$ cat src/rtl/affine_dec_seq.sv
// Sequential affine-cipher decoder.
// Latches a key (m, a, b), derives a^-1 mod m with an iterative extended-Euclid
// FSM (one quotient/remainder step per clock), then decodes a ciphertext stream
// x = a^-1 * (y - b) mod m through a fixed-latency, full-throughput pipeline.
module affine_dec_seq #(
    parameter int IP_WIDTH = 6
) (
    input  logic                clk,
    input  logic                rst_n,
    input  logic                cfg_valid,
    input  logic [IP_WIDTH-1:0] cfg_mod,
    input  logic [IP_WIDTH-1:0] cfg_a,
    input  logic [IP_WIDTH-1:0] cfg_b,
    input  logic                in_valid,
    input  logic [IP_WIDTH-1:0] in_data,
    output logic                key_ready,
    output logic                key_err,
    output logic [IP_WIDTH-1:0] key_inv,
    output logic                out_valid,
    output logic [IP_WIDTH-1:0] out_data
);

    localparam int W = IP_WIDTH;

    typedef enum logic [2:0] {
        ST_IDLE,
        ST_LOAD,
        ST_INV,
        ST_FIN,
        ST_READY,
        ST_ERR
    } state_e;

    state_e state_q, state_d;

    // Key registers (a and b are stored already reduced mod m)
    logic [W-1:0] mod_q, a_q, b_q;
    logic [W-1:0] key_inv_q;

    // Extended-Euclid working set; t values are two's complement, W+1 bits
    logic [W-1:0] r0_q, r1_q;
    logic [W:0]   t0_q, t1_q;

    // Data pipeline: S1 holds (y - b) mod m, S2 holds the raw product
    logic           s1_valid_q, s2_valid_q, out_valid_q;
    logic [W-1:0]   s1_d_q;
    logic [2*W-1:0] s2_prod_q;
    logic [W-1:0]   out_data_q;

    // ------------------------------------------------------------------
    // Control decodes
    // ------------------------------------------------------------------
    logic cfg_take;   // a new key is accepted this cycle
    logic sym_take;   // a ciphertext symbol enters S1 this cycle

    assign cfg_take = cfg_valid &&
                      (state_q == ST_IDLE || state_q == ST_READY || state_q == ST_ERR);
    // A key load in the same cycle wins over the symbol
    assign sym_take = in_valid && (state_q == ST_READY) && !cfg_valid;

    // Divisors are forced non-zero so the modulo units never see m = 0;
    // the FSM routes such keys to ERR anyway.
    logic [W-1:0] cfg_div, mod_div, r1_div;
    assign cfg_div = (cfg_mod == '0) ? W'(1) : cfg_mod;
    assign mod_div = (mod_q == '0)   ? W'(1) : mod_q;
    assign r1_div  = (r1_q == '0)    ? W'(1) : r1_q;

    // ------------------------------------------------------------------
    // Euclid step arithmetic
    // ------------------------------------------------------------------
    logic [W-1:0]   quot, rem;
    logic [2*W+1:0] q_ext, t0_ext, t1_ext, t_diff;
    logic [W:0]     t_new;
    logic [W:0]     t_adj;
    logic [W-1:0]   inv_fin;

    assign quot   = r0_q / r1_div;
    assign rem    = r0_q % r1_div;
    assign q_ext  = {{(W+2){1'b0}}, quot};
    assign t0_ext = {{(W+1){t0_q[W]}}, t0_q};
    assign t1_ext = {{(W+1){t1_q[W]}}, t1_q};
    // Wide modular arithmetic; the true result always fits in W+1 signed bits
    assign t_diff = t0_ext - q_ext * t1_ext;
    assign t_new  = t_diff[W:0];
    // Fold a negative Bezout coefficient back into [0, m-1]
    assign t_adj   = t0_q[W] ? (t0_q + {1'b0, mod_q}) : t0_q;
    assign inv_fin = t_adj[W-1:0];

    // ------------------------------------------------------------------
    // Data-path arithmetic
    // ------------------------------------------------------------------
    logic [W-1:0]   y_red, sym_d;
    logic [2*W-1:0] prod_d, out_rem;

    assign y_red   = in_data % mod_div;
    assign sym_d   = (y_red >= b_q) ? (y_red - b_q) : (y_red + (mod_q - b_q));
    assign prod_d  = key_inv_q * s1_d_q;
    assign out_rem = s2_prod_q % {{W{1'b0}}, mod_div};

    // ------------------------------------------------------------------
    // FSM
    // ------------------------------------------------------------------

    // State register
    always_ff @(posedge clk or negedge rst_n) begin
        // NOTE: clocked state uses non-blocking (<=) so every flop samples
        // pre-edge values regardless of block ordering.
        if (!rst_n) state_q <= ST_IDLE;
        else        state_q <= state_d;
    end

    // Next-state logic
    always_comb begin
        // NOTE: default assignment first keeps every path assigned, so no latch.
        state_d = state_q;
        case (state_q)
            ST_IDLE, ST_READY, ST_ERR: if (cfg_valid) state_d = ST_LOAD;
            ST_LOAD:  state_d = (mod_q < W'(2) || a_q == '0) ? ST_ERR : ST_INV;
            ST_INV:   if (rem == '0) state_d = ST_FIN;
            ST_FIN:   state_d = (r0_q == W'(1)) ? ST_READY : ST_ERR;
            default:  state_d = ST_IDLE;
        endcase
    end

    // Output decode
    always_comb begin
        key_ready = (state_q == ST_READY);
        key_err   = (state_q == ST_ERR);
    end

    assign key_inv   = key_inv_q;
    assign out_valid = out_valid_q;
    assign out_data  = out_data_q;

    // Key capture, Euclid iteration and inverse commit
    always_ff @(posedge clk or negedge rst_n) begin
        // NOTE: these registers are reset too because key_inv and out_data
        // are visible outputs that must read 0 after reset.
        if (!rst_n) begin
            mod_q     <= '0;
            a_q       <= '0;
            b_q       <= '0;
            key_inv_q <= '0;
            r0_q      <= '0;
            r1_q      <= '0;
            t0_q      <= '0;
            t1_q      <= '0;
        end else begin
            if (cfg_take) begin
                mod_q     <= cfg_mod;
                a_q       <= cfg_a % cfg_div;
                b_q       <= cfg_b % cfg_div;
                key_inv_q <= '0;
            end
            case (state_q)
                ST_LOAD: begin
                    r0_q <= mod_q;
                    r1_q <= a_q;
                    t0_q <= '0;
                    t1_q <= (W+1)'(1);
                end
                ST_INV: begin
                    r0_q <= r1_q;
                    r1_q <= rem;
                    t0_q <= t1_q;
                    t1_q <= t_new;
                end
                ST_FIN: begin
                    if (r0_q == W'(1)) key_inv_q <= inv_fin;
                end
                default: ;
            endcase
        end
    end

    // Pipeline valids; a key load flushes every symbol in flight
    always_ff @(posedge clk or negedge rst_n) begin
        if (!rst_n) begin
            s1_valid_q  <= 1'b0;
            s2_valid_q  <= 1'b0;
            out_valid_q <= 1'b0;
        end else if (cfg_take) begin
            s1_valid_q  <= 1'b0;
            s2_valid_q  <= 1'b0;
            out_valid_q <= 1'b0;
        end else begin
            s1_valid_q  <= sym_take;
            s2_valid_q  <= s1_valid_q;
            out_valid_q <= s2_valid_q;
        end
    end

    // Pipeline data; stages only load on a valid so out_data holds otherwise
    always_ff @(posedge clk or negedge rst_n) begin
        if (!rst_n) begin
            s1_d_q     <= '0;
            s2_prod_q  <= '0;
            out_data_q <= '0;
        end else begin
            if (sym_take)                s1_d_q     <= sym_d;
            if (s1_valid_q)              s2_prod_q  <= prod_d;
            if (s2_valid_q && !cfg_take) out_data_q <= out_rem[W-1:0];
        end
    end

endmodule

$ cat config.mk
export PLATFORM = sky130hd
export DESIGN_NAME = affine_dec_seq
export DESIGN_NICKNAME = d
export VERILOG_FILES = /design/src/rtl/affine_dec_seq.sv
export SDC_FILE = /design/constraint.sdc
export NUM_CORES = 1
export LEC_CHECK = 0
export CORE_UTILIZATION = 55
export DETAILED_ROUTE_END_ITERATION = 10
export PLACE_DENSITY = 0.72
export SLEW_MARGIN = 30
export SYNTH_ARGS = -nofsm -noshare
export SYNTH_HDL_FRONTEND = slang
export SYNTH_SLANG_ARGS = --single-unit
$ cat constraint.sdc
create_clock -name clk -period 41.5 [get_ports clk]
set_input_delay 4.15 -clock clk [delete_from_list [all_inputs] [get_ports clk]]
set_output_delay 4.15 -clock clk [all_outputs]
set_load 0.05 [all_outputs]
==> impl_metrics.yaml <==
clock_tree:
  clk_pin_slew_ps: 60
  clk_latency_ps: 350
  cts-buffers-inserted: 9
  clockBufferDepth: 2
  cts_resized: 0
  root_buffer: "clkbuf_16"
  ctsHoldBuffers: 0
  htreeDepth: 3
  tritoncts: "done"
  cts_setup_buffers: 0
  cts_sinks: 80
final_layout:
  areaGrowthSynthToFinish_pct: 7.74
  seq_area_sq_um: 2000
  n_fill_cell: 1987
  final_cells: 1817
  antennaDiodeCount: 0
  drive_gt1_share_pct: 6.25
  multiInputGateArea_sq_um: 9750
  nets: 1799
  final_core_util_pct: 60.9
synthesis:
  ys_async_sr_fraction_pct: 100
  yosysWarningCount: 0
  synth_top_area_cell: "ha_1"
  syn_avg_cell_area_sq_um: 8.16
  ys_seq_area_share_pct: 16.1
  synth_nets: 1790
  synth-seq-cells: 80
  synth-main-ff-cell: "dfrtp_1"
  synth_cells: 1523
  synth_cell_types: 77
  synth_edf_count: 0
  synth_top_area_share_pct: 20.0
  synthesis.area_sq_um: 12400
  synth_area_leaders: "ha_1 20%, dfrtp_1 16%, fa_1 6.4%, a21oi_1 5.0%, xnor2_1 4.2%"
worst_setup_path:
  cp-end-kind: "flop"
  crit_fanout: 16
  critical_path_arrival_ps: 22690
  worstSetupPathType: "flop to flop"
  slowest_delay_ps: 730
  crit_required_ps: 41740
  start_kind: "flop"
  crit_slowest_cell: "or4_1"
  crit_top_cell: "ha_1"
die:
  io_pins: 43
  fp-row-count: 54
  die_w_microns: 152
  die_y_microns: 152
  coreArea_sq_um: 22000
  initial_utilization_pct: 56.6
  fp.dieArea_sq_um: 23200
routing:
  drc: 2
  drt_first_pass_iters: 8
  wire_per_inst_microns: 16.5
  drtAntennaViolNets: 0
  routed_wl_microns: 29900
  viasPerCell: 6.02
  num_vias: 10900
  drt_iter0_drc: 615
global_route:
  grt_max_degree: 53
  grt_remaining_overflow: 0
  antenna_found_initial: 0
  grt_pass1_vias: 10600
  grt_pass1_wl_microns: 50800
  gr-usage-all-layers_pct: 26.6
placed_design:
  port_buffers: 42
  gp_congestion: 0.904
  dp_hpwl_microns: 23700
  dp_cells: 1801
sta:
  finalSetupViolations: 0
  fin_crit_sh_pct: 54.1
  finClkSkew_ps: 10.8
  finalMaxSlewViolations: 0
  setup_tns_ps: 0
  tightest_slew_ps: 817
  hold_viol: 0
  finalCriticalPeriod_ps: 22450
  fmax_ghz: 0.0445
  rsz0062_at_grt: "no"
  relSlewSlack_pct: 45.5
outcome:
  violations: "DRC"
  status: "complete, but fails checks"
worst_hold_path:
  min_path_type: "flop to flop"
job:
  maxCapViolations: 0
==> worst max-delay path, delay by kind of cell, from the launching register on <==
family,cells,cell delay (ps)
flip-flops,1,620
AO/OA/AOI/OAI,43,8800
adder cells (fa/ha/maj),12,3760
multiplexers,6,1890
AND/OR/NAND/NOR,25,6900
buffers and inverters,3,330
==> routing by layer <==
metal	share of wire (%)	global-route usage (%)
met5	0	0
met4	3.1	10.1
met3	2.7	1.99
met2	48	46.8
met1	46	33.9
==> state kept, by name, indices dropped and copies added, names as in the netlist, 6 cells and up <==
register	count
s2_prod_q	12
t0_q	7
t1_q	7
a_q	6
b_q	6
key_inv	6
mod_q	6
out_data	6
r0_q	6
r1_q	6
s1_d_q	6
==> Yosys cell counts, types with 3 or more instances <==
master and instances:
o21a_1 55, xnor2_1 60, and3_1 7, xor2_1 32, ha_1 199, nand4_1 13, o31ai_1 25, or2_2 10
o211ai_1 9, nor2b_1 5, inv_1 124, o21bai_1 13, mux2i_1 24, nor2_1 94, or3_1 8, o211a_1 4
o21ai_0 101, nand2b_1 14, a21o_1 51, o22ai_1 4, clkbuf_1 44, buf_2 6, a31oi_1 14, dfrtp_1 80
a21oi_1 124, fa_1 40, and2_1 27, nor3b_1 6, a211oi_1 7, nand3_1 16, a21boi_0 4, a22o_1 10
nor4_1 5, nand2_1 139, or4b_2 3, nor3_1 52, mux2_2 38, a22oi_1 3, o21ai_1 8
==> path summary, 6_finish.rpt <==
kind                           from          end  slack (ps)  cells past startpoint
hold / removal               b_q[1]       b_q[1]         480                      2
setup reg to reg           mod_q[5]  out_data[0]       19050                     89
hold reg to reg              b_q[1]       b_q[1]         480                      2
max in group asynchronous     rst_n     mod_q[5]       36750                      2
setup / recovery           mod_q[5]  out_data[0]       19050                     89
min in group asynchronous     rst_n    out_valid        3720                      1
==> layout by cell type (no fill, tap or decap), types with 5 or more instances in the layout <==
cell / count
a211oi_1: 7
a21o_1: 51
a21oi_1: 124
a22o_1: 10
a31oi_1: 14
and2_1: 27
and3_1: 7
buf_4: 10
clkbuf_16: 9
clkdlybuf4s50_1: 41
dfrtp_1: 80
fa_1: 40
ha_1: 199
inv_1: 124
mux2_2: 38
mux2i_1: 24
nand2_1: 139
nand2b_1: 14
nand3_1: 16
nand4_1: 13
nor2_1: 93
nor2b_1: 5
nor3_1: 52
nor3b_1: 5
nor4_1: 5
o211ai_1: 9
o21a_1: 55
o21ai_0: 101
o21ai_1: 8
o21bai_1: 13
o31ai_1: 25
or2_2: 10
or3_1: 8
xnor2_1: 60
xor2_1: 32
==> kinds of logic after synthesis <==
kind of cell,Yosys count,share of synthesized area [%]
AOI/OAI and AO/OA,459,24.0
and+or+nand+nor,414,16.0
adders and majority gates,239,26.5
buffers and inverters,177,5.48
xor gates and xnor gates,92,6.49
DFF,80,16.1
muxes,62,5.38
==> area by class of cell <==
| type | instances | area share (%) |
|---|---|---|
| multi-input cells | 1266 | 72.8 |
| flip-flops and latches | 80 | 15.0 |
| repair buffers | 51 | 3.63 |
| inverters | 124 | 3.48 |
| well taps | 280 | 2.62 |
| clock buffers | 12 | 1.92 |
| clock inverters | 4 | 0.570 |
==> metrics by stage <==
step,setup slack [ps],hold slack (ps),area [sq um]
final,19050,483,13400
after global routing,17480,528,13400
after CTS,19240,489,13400
after detailed placement,19370,476,13000
after global placement,20000,467,13000
after floorplan,21570,450,12400
Power is left out: the tool's default activity adds up to more than one toggle a clock period on the data nets, which glitch-free logic cannot reach.
